<file path="src/rtl/inc_pkg.sv">
// Shared types and constants for the registered modulo counter stage.
package inc_pkg;

   localparam int unsigned CNT_W = 4;

   typedef enum logic [1:0] {
      IDLE = 2'd0,
      RUN  = 2'd1,
      DONE = 2'd2
   } inc_state_t;

endpackage

</file>
<file path="src/rtl/inc_count_reg_if.sv">
// Control/status bundle between the counter stage and its user.
interface inc_count_reg_if
   import inc_pkg::*;
#(
   parameter int unsigned WRAP_W = 8
) ();

   logic              en;
   logic              load;
   logic [CNT_W-1:0]  load_val;
   logic              one_shot;
   logic              clr_stat;
   logic [CNT_W-1:0]  count;
   logic              tc;
   logic              ovf_pulse;
   logic              ovf_sticky;
   logic [WRAP_W-1:0] wrap_cnt;
   logic              busy;

   // Counter side
   modport slave (
      input  en, load, load_val, one_shot, clr_stat,
      output count, tc, ovf_pulse, ovf_sticky, wrap_cnt, busy
   );

   // User side
   modport master (
      output en, load, load_val, one_shot, clr_stat,
      input  count, tc, ovf_pulse, ovf_sticky, wrap_cnt, busy
   );

endinterface

</file>
<file path="src/rtl/incrementor.sv">
// Combinational +1 adder with carry-out.
module incrementor
   import inc_pkg::*;
(
   input  logic [CNT_W-1:0] in,
   output logic [CNT_W-1:0] out,
   output logic             overflow
);

   assign {overflow, out} = {1'b0, in} + {{CNT_W{1'b0}}, 1'b1};

endmodule

</file>
<file path="src/rtl/inc_count_reg.sv">
// Register/control stage around the incrementor: load, enable, modulus wrap,
// one-shot halt and wrap statistics. All outputs come from flops except tc,
// which is decoded from the count register only.
module inc_count_reg
   import inc_pkg::*;
#(
   parameter logic [CNT_W-1:0] MOD_MAX = 4'd15,
   parameter int unsigned      WRAP_W  = 8
) (
   input  logic            clk,
   input  logic            rst,
   inc_count_reg_if.slave  bus
);

   localparam logic [WRAP_W-1:0] WrapMax = {WRAP_W{1'b1}};
   localparam logic [WRAP_W-1:0] WrapOne = {{(WRAP_W-1){1'b0}}, 1'b1};

   inc_state_t        state_q, state_d;
   logic [CNT_W-1:0]  count_q, count_d;
   logic              ovf_pulse_q, ovf_pulse_d;
   logic              ovf_sticky_q, ovf_sticky_d;
   logic [WRAP_W-1:0] wrap_cnt_q, wrap_cnt_d;
   logic              busy_q;

   logic [CNT_W-1:0]  inc_out;
   logic              inc_ovf;
   logic              wrap;
   logic [WRAP_W-1:0] wrap_base;

   incrementor u_incrementor (
      .in       (count_q),
      .out      (inc_out),
      .overflow (inc_ovf)
   );

   // Next state, count and statistics; load beats en, wrap beats clr_stat
   always_comb begin
      state_d      = state_q;
      count_d      = count_q;
      ovf_pulse_d  = 1'b0;
      ovf_sticky_d = ovf_sticky_q;
      wrap_cnt_d   = wrap_cnt_q;
      wrap         = 1'b0;

      if (bus.load) begin
         count_d = bus.load_val;
         if (state_q == DONE) begin
            state_d = IDLE;
         end
      end else if (bus.en && (state_q != DONE)) begin
         // Out-of-range loaded values also wrap here
         if ((count_q >= MOD_MAX) || inc_ovf) begin
            count_d = '0;
            wrap    = 1'b1;
         end else begin
            count_d = inc_out;
         end
         state_d = (wrap && bus.one_shot) ? DONE : RUN;
      end

      wrap_base = bus.clr_stat ? '0 : wrap_cnt_q;
      if (bus.clr_stat) begin
         ovf_sticky_d = 1'b0;
         wrap_cnt_d   = '0;
      end
      if (wrap) begin
         ovf_pulse_d  = 1'b1;
         ovf_sticky_d = 1'b1;
         wrap_cnt_d   = (wrap_base == WrapMax) ? wrap_base : wrap_base + WrapOne;
      end
   end

   // All state and registered outputs, synchronous reset
   always_ff @(posedge clk) begin
      if (rst) begin
         state_q      <= IDLE;
         count_q      <= '0;
         ovf_pulse_q  <= 1'b0;
         ovf_sticky_q <= 1'b0;
         wrap_cnt_q   <= '0;
         busy_q       <= 1'b0;
      end else begin
         state_q      <= state_d;
         count_q      <= count_d;
         ovf_pulse_q  <= ovf_pulse_d;
         ovf_sticky_q <= ovf_sticky_d;
         wrap_cnt_q   <= wrap_cnt_d;
         busy_q       <= (state_d == RUN);
      end
   end

   assign bus.count      = count_q;
   assign bus.tc         = (count_q == MOD_MAX);
   assign bus.ovf_pulse  = ovf_pulse_q;
   assign bus.ovf_sticky = ovf_sticky_q;
   assign bus.wrap_cnt   = wrap_cnt_q;
   assign bus.busy       = busy_q;

endmodule

</file>
<file path="src/flat_wrapper.sv">
// flat-port wrapper written by rule: the top's interface ports become plain ports
module inc_count_reg_flat import inc_pkg::*;
#(
   parameter logic [CNT_W-1:0] MOD_MAX = 4'd15,
   parameter int unsigned      WRAP_W  = 8
)
  (clk, rst, bus_en, bus_load, bus_load_val, bus_one_shot, bus_clr_stat, bus_count, bus_tc, bus_ovf_pulse, bus_ovf_sticky, bus_wrap_cnt, bus_busy);
  inc_count_reg_if #(.WRAP_W(WRAP_W)) bus_i ();
  input  logic clk;
  input  logic rst;
  input wire logic [$bits(bus_i.en)-1:0] bus_en;
  input wire logic [$bits(bus_i.load)-1:0] bus_load;
  input wire logic [$bits(bus_i.load_val)-1:0] bus_load_val;
  input wire logic [$bits(bus_i.one_shot)-1:0] bus_one_shot;
  input wire logic [$bits(bus_i.clr_stat)-1:0] bus_clr_stat;
  output wire logic [$bits(bus_i.count)-1:0] bus_count;
  output wire logic [$bits(bus_i.tc)-1:0] bus_tc;
  output wire logic [$bits(bus_i.ovf_pulse)-1:0] bus_ovf_pulse;
  output wire logic [$bits(bus_i.ovf_sticky)-1:0] bus_ovf_sticky;
  output wire logic [$bits(bus_i.wrap_cnt)-1:0] bus_wrap_cnt;
  output wire logic [$bits(bus_i.busy)-1:0] bus_busy;
  assign bus_i.en = bus_en;
  assign bus_i.load = bus_load;
  assign bus_i.load_val = bus_load_val;
  assign bus_i.one_shot = bus_one_shot;
  assign bus_i.clr_stat = bus_clr_stat;
  assign bus_count = bus_i.count;
  assign bus_tc = bus_i.tc;
  assign bus_ovf_pulse = bus_i.ovf_pulse;
  assign bus_ovf_sticky = bus_i.ovf_sticky;
  assign bus_wrap_cnt = bus_i.wrap_cnt;
  assign bus_busy = bus_i.busy;
  inc_count_reg #(.MOD_MAX(MOD_MAX), .WRAP_W(WRAP_W)) u_core (.clk(clk), .rst(rst), .bus(bus_i));
endmodule
</file>
<file path="config.mk">
export PLATFORM = sky130hd
export DESIGN_NAME = inc_count_reg_flat
export DESIGN_NICKNAME = d
export VERILOG_FILES = /design/src/rtl/inc_pkg.sv /design/src/rtl/inc_count_reg_if.sv /design/src/rtl/incrementor.sv /design/src/rtl/inc_count_reg.sv /design/src/flat_wrapper.sv
export SDC_FILE = /design/constraint.sdc
export NUM_CORES = 1
export LEC_CHECK = 0
export BUFFER_PORTS_ARGS = -buffer_cell sky130_fd_sc_hd__buf_2
export CAP_MARGIN = 30
export CORE_MARGIN = 4
export CORE_UTILIZATION = 50
export CTS_CLUSTER_SIZE = 8
export DETAILED_ROUTE_END_ITERATION = 12
export PLACE_DENSITY = 0.74
export SYNTH_ARGS = -nofsm -noshare
export SYNTH_HDL_FRONTEND = slang
export SYNTH_HIERARCHICAL = 1
export SYNTH_SLANG_ARGS = --single-unit
</file>
<file path="constraint.sdc">
create_clock -name clk -period 2.69 [get_ports clk]
set_input_delay 0.538 -clock clk [delete_from_list [all_inputs] [get_ports clk]]
set_output_delay 0.538 -clock clk [all_outputs]
set_load 0.1 [all_outputs]
</file>
==> results of run 1 <==
[final timing paths]
kind                                            start                     end  slack [ps]  cells past startpoint
worst max-delay path              u_core/bus.count[0]  u_core/bus.wrap_cnt[3]         320                      6
worst min-delay path            u_core/bus.ovf_sticky   u_core/bus.ovf_sticky         460                      2
worst max register to register    u_core/bus.count[0]  u_core/bus.wrap_cnt[3]         320                      6
worst min register to register  u_core/bus.ovf_sticky   u_core/bus.ovf_sticky         460                      2
[worst max-delay path, stage by stage, from the launching register on]
cell and delay [ps]:
dfxtp_4 400, ha_1 180, and3_2 220, a41oi_4 60, or3_1 530, or4_4 580
mux2_4 300
[through the flow]
stage | power (uW) | hold slack (ps)
3_5_place_dp | 371 | 455
6_report | 495 | 462
4_1_cts | 501 | 468
3_3_place_gp | 369 | 450
2_1_floorplan | 350 | 478
5_1_grt | 521 | 486
[synth_stat cells (2+ instances only)]
cell type / instances / area share [%]
dfxtp_1: 17 / 37
a21oi_1: 12 / 6.5
nor3_1: 9 / 4.9
inv_1: 8 / 3.2
nand2_1: 8 / 3.2
nand3_1: 8 / 4.3
a221oi_1: 5 / 4.7
nand2b_1: 4 / 2.7
clkbuf_1: 3 / 1.2
nor2_1: 3 / 1.2
nor4_1: 3 / 2.0
o21ai_0: 2 / 1.1
or3_1: 2 / 1.4
[power groups by stage]
stage          combinational, uW  clock, uW  sequential [uW]
2_1_floorplan               32.7          0              318
3_3_place_gp                92.6          0              277
3_5_place_dp                93.7          0              278
4_1_cts                     93.9        135              272
5_1_grt                      101        146              274
6_report                    93.5        130              272
[final cells by class]
type	count	area share (%)
timing repair buffer	25	11.5
multi-input combinational	80	48.3
tap	25	2.86
sequential	17	32.1
clock buffer	3	2.06
inverter	8	2.75
clock inverter	1	0.458
[cell families after synthesis]
| kind of cell | Yosys count | share of synthesized area, % |
|---|---|---|
| XOR/XNOR | 2 | 1.89 |
| adder cells (fa/ha/maj) | 1 | 1.35 |
| flip-flops | 17 | 36.8 |
| AO/OA/AOI/OAI | 25 | 19.8 |
| AND/OR/NAND/NOR | 49 | 30.0 |
| buffers and inverters | 13 | 6.09 |
| multiplexers | 3 | 4.06 |
[per-layer routing]
layer  vias to the layer above  part of all wire, %
li1                        460                    -
met1                       414                   47
met2                        23                   47
met3                         4                  5.7
met4                         0                 0.60
met5                         -                    0
[registers in the layout (all words and copies together), names as in the netlist]
register	cells
u_core/bus.busy	1
u_core/state_q	2
u_core/bus.count	4
u_core/bus.wrap_cnt	8
u_core/bus.ovf_pulse	1
u_core/bus.ovf_sticky	1
==> flow_summary.toml, run 1 <==
[outcome]
status = "finished, final reports clean"

[placement]
dp_hpwl_um = 1500
post-place-ws_ps = 325
post_dp_cell_area_um2 = 1060
gp_congestion = 0.845
port_buffers = 25
dp_cells = 155

[worst_setup_path]
worst_setup_path_start_kind = "flip-flop"
required_ps = 2870
cp-end-kind = "flip-flop"
cp_max_fo = 9
cp.arrival_ps = 2550
critPathKind = "flip-flop to flip-flop"

[clock_network]
cts_num_sinks = 17
ctsHoldBuffers = 0
htreeDepth = 1
post-cts-setup-buffers = 0
cts_tree = "yes"
clock_latency_ps = 280
path_clk_slew_ps = 100
clock_tree.buffer_depth = 2
cts_resized = 0
root_buffer = "clkbuf_4"
cts_buffers = 3

[pwr]
swShare_pct = 31.8
pwr-share-comb_pct = 18.9
p_sw_uw = 157
intPower_uw = 338
seqPwrFrac_pct = 54.8
power_frac_clock_pct = 26.3
peakVddDrop_mv = 0.302
power_density_nw_per_um2 = 454
p_leak_uw = 0.000466

[grt]
grt_max_degree = 22
grt_first_pass_wirelength_um = 3320
met2_usage_pct = 26.6
met3_usage_pct = 2.62
grt_pass1_vias = 790
grtUsageMet1_pct = 20.5
gr-usage-all-layers_pct = 16.2
top_usage_layer = "met2"
grt-ovfl-total = 0
antenna_found_initial = 0

[logic_synthesis]
ys_seq_area_share_pct = 36.8
synth_edf_count = 0
avgSynthCellArea_um2 = 8.41
syn_area_um2 = 925
syn_nets = 121
ys_warn_count = 6
synth_ff_type = "dfxtp_1"
yosysUniqueCellTypes = 39
synthArstFlopShare_pct = 0
ys_seq_elements = 17
syn_inst = 110

[min_path]
hold_class = "flip-flop to flip-flop"

[sta]
slew_headroom_pct = 54.8
fin_setup_tns_ps = 0
max_freq_ghz = 0.421
setup_viol = 0
worst_pin_slew_ps = 671
timing.final.ws_setup_ps = 317
fin_crit_sh_pct = 88.2
final.setup_skew_ps = 2.93
hold_violations = 0
maxSlewViolCount = 0
fin_crit_ps = 2370
rsz0062_at_grt = "no"

[route]
ant_nets = 0
wirelength_um = 1990
first_pass_iters = 5
vias_per_cell = 5.67
route.detailed.drc = 0
vias = 901
routedWlPerCell_um = 12.5
drt-initial-drc-count = 21

[floorplan]
die_h_um = 51.0
initial_core_util_pct = 53.0
ioPinCount = 26
dieArea_um2 = 2600
core_um2 = 1750
die_w_um = 51.0
rows = 15

[final_layout]
layout_commonest_cell = "buf_2"
n_antenna_cell = 0
final_cell_mix = "25 x buf_2, 13 x dfxtp_1, 12 x a21oi_1, 9 x nor3_1"
multi_input_area_um2 = 528
seq_area_um2 = 350
syn_to_final_growth_pct = 18.1
fill_cells = 169
drive_above_1_share_pct = 29.9
fin_nets = 146
postLayoutCellArea_um2 = 1090
fin_util_pct = 62.6
finalNonFillerCells = 159

[run]
maxCapViolCount = 0
Power figures use the tool's default switching activity.
==> run 2: changes to the inputs <==
--- a/config.mk
+++ b/config.mk
@@ -5,13 +5,13 @@
 export SDC_FILE = /design/constraint.sdc
 export NUM_CORES = 1
 export LEC_CHECK = 0
-export BUFFER_PORTS_ARGS = -buffer_cell sky130_fd_sc_hd__buf_2
 export CAP_MARGIN = 30
 export CORE_MARGIN = 4
-export CORE_UTILIZATION = 50
+export CORE_UTILIZATION = 60
 export CTS_CLUSTER_SIZE = 8
 export DETAILED_ROUTE_END_ITERATION = 12
-export PLACE_DENSITY = 0.74
+export DONT_BUFFER_PORTS = 1
+export PLACE_DENSITY = 0.73
 export SYNTH_ARGS = -nofsm -noshare
 export SYNTH_HDL_FRONTEND = slang
 export SYNTH_HIERARCHICAL = 1
==> flow_summary.toml, run 2 (synthesis results as in run 1) <==
[outcome]
status = "finished, final reports clean"

[final_layout]
multi_input_area_um2 = 528
fill_cells = 108
syn_to_final_growth_pct = 15.3
seq_area_um2 = 350
n_antenna_cell = 0
fin_nets = 136
largest_register_ff_count = 8
layout_commonest_cell = "buf_4"
final_cell_mix = "15 x buf_4, 13 x dfxtp_1, 12 x a21oi_1, 9 x nor3_1"
drive_above_1_share_pct = 23.4

[clock_network]
cts_resized = 0
cts_tree = "yes"
root_buffer = "clkbuf_4"
clock_latency_ps = 270
cts_num_sinks = 17
post-cts-setup-buffers = 0
htreeDepth = 1
cts_buffers = 3
clock_tree.buffer_depth = 2
ctsHoldBuffers = 0
path_clk_slew_ps = 90

[worst_setup_path]
critPathKind = "flip-flop to flip-flop"
critPathBufInv = 0
cp.arrival_ps = 2610
r2r-start = "u_core/bus.count[1]"
critPathSlowestCell = "dfxtp_4"
cp_max_fo = 6
crit_family = "simple AND/OR/NAND/NOR gates"
required_ps = 2860
worst_r2r_path_depth = 6
cp-end-kind = "flip-flop"
r2r-end = "u_core/bus.wrap_cnt[3]"
worst_setup_path_start_kind = "flip-flop"
r2r_slack_ps = 250
max_stage_delay_ps = 550
cp_cell_sequence = "ha_1, and3_2, a41oi_4, or3_1, or4_4, mux2_4"

[pwr]
pwr-share-comb_pct = 12.5
intPower_uw = 338
p_leak_uw = 0.000422
seqPwrFrac_pct = 61.0
peakVddDrop_mv = 0.314
power_frac_clock_pct = 26.5
power_density_nw_per_um2 = 449
swShare_pct = 29.3
p_sw_uw = 140

[run]
maxCapViolCount = 0

[placement]
gp_congestion = 0.864
post-place-ws_ps = 264
dp_hpwl_um = 1480
port_buffers = 0

[route]
ant_nets = 0
vias_per_cell = 5.96
route.detailed.drc = 0
drt-initial-drc-count = 17
routedWlPerCell_um = 14.0
wirelength_um = 1950
vias = 829
first_pass_iters = 4

[grt]
antenna_found_initial = 0
grt_max_degree = 22
gr-usage-all-layers_pct = 20.9
grt_pass1_vias = 767
grt_first_pass_wirelength_um = 3280
grt-ovfl-total = 0

[sta]
fin_setup_tns_ps = 0
max_freq_ghz = 0.410
timing.final.ws_setup_ps = 253
hold_violations = 0
setup_viol = 0
worst_pin_slew_ps = 931
slew_headroom_pct = 37.9
rsz0062_at_grt = "no"
fin_crit_ps = 2440
fin_crit_sh_pct = 90.6
maxSlewViolCount = 0
final.setup_skew_ps = 1.15

[floorplan]
dieArea_um2 = 2230
initial_core_util_pct = 66.9
die_w_um = 47.3
core_um2 = 1380
rows = 13
ioPinCount = 26
die_h_um = 47.3

[min_path]
hold_class = "primary input to flip-flop"
holdPathStages = 1
hold_start = "rst"
min_to = "u_core/bus.busy"
-- run 2: power groups by stage --
stage               sequential [uW]  clock [uW]  combinational, uW
floorplan                       318           0               32.7
detailed placement              298           0               59.8
global route                    294         150               65.4
finish                          292         127               60.0
global placement                298           0               59.7
CTS                             292         134               60.1
-- run 2: cell type report --
cell class,instances,share of cell area (%)
Multi-Input combinational cell,80,49.5
Sequential cell,17,32.9
Clock buffer,4,2.46
Timing Repair Buffer,15,10.6
Tap cell,15,1.76
Inverter,8,2.82
-- run 2: worst max path at each step --
stage                              startpoint  slack [ps]                     end  cells after the start
after detailed placement  u_core/bus.count[1]         260  u_core/bus.wrap_cnt[3]                      6
after global placement    u_core/bus.count[1]         290  u_core/bus.wrap_cnt[3]                      6
after global routing      u_core/bus.count[1]         160  u_core/bus.wrap_cnt[2]                      7
after floorplan           u_core/bus.count[2]         110  u_core/bus.wrap_cnt[3]                      6
after CTS                 u_core/bus.count[1]         250  u_core/bus.wrap_cnt[3]                      6
final                     u_core/bus.count[1]         250  u_core/bus.wrap_cnt[3]                      6
-- run 2: layer usage --
metal  share of wire [%]  GRT usage (%)  vias to the layer above
met5                   0              0                        -
met4                0.62           8.29                        0
met3                 6.5           6.13                        2
met2                  49           32.6                       25
met1                  43           26.9                      369
li1                    -              -                      433
-- run 2: metrics by stage --
step | utilization (%) | hold WS, ps | instances | area [um^2] | power, uW
2_1_floorplan | - | 478 | 110 | 935 | 350
3_3_place_gp | 75.2 | 496 | 135 | 1040 | 357
3_5_place_dp | 75.2 | 509 | 135 | 1040 | 358
4_1_cts | 77.1 | 308 | 139 | 1070 | 486
5_1_grt | 77.1 | 289 | 139 | 1070 | 509
6_report | 77.1 | 321 | 139 | 1070 | 478
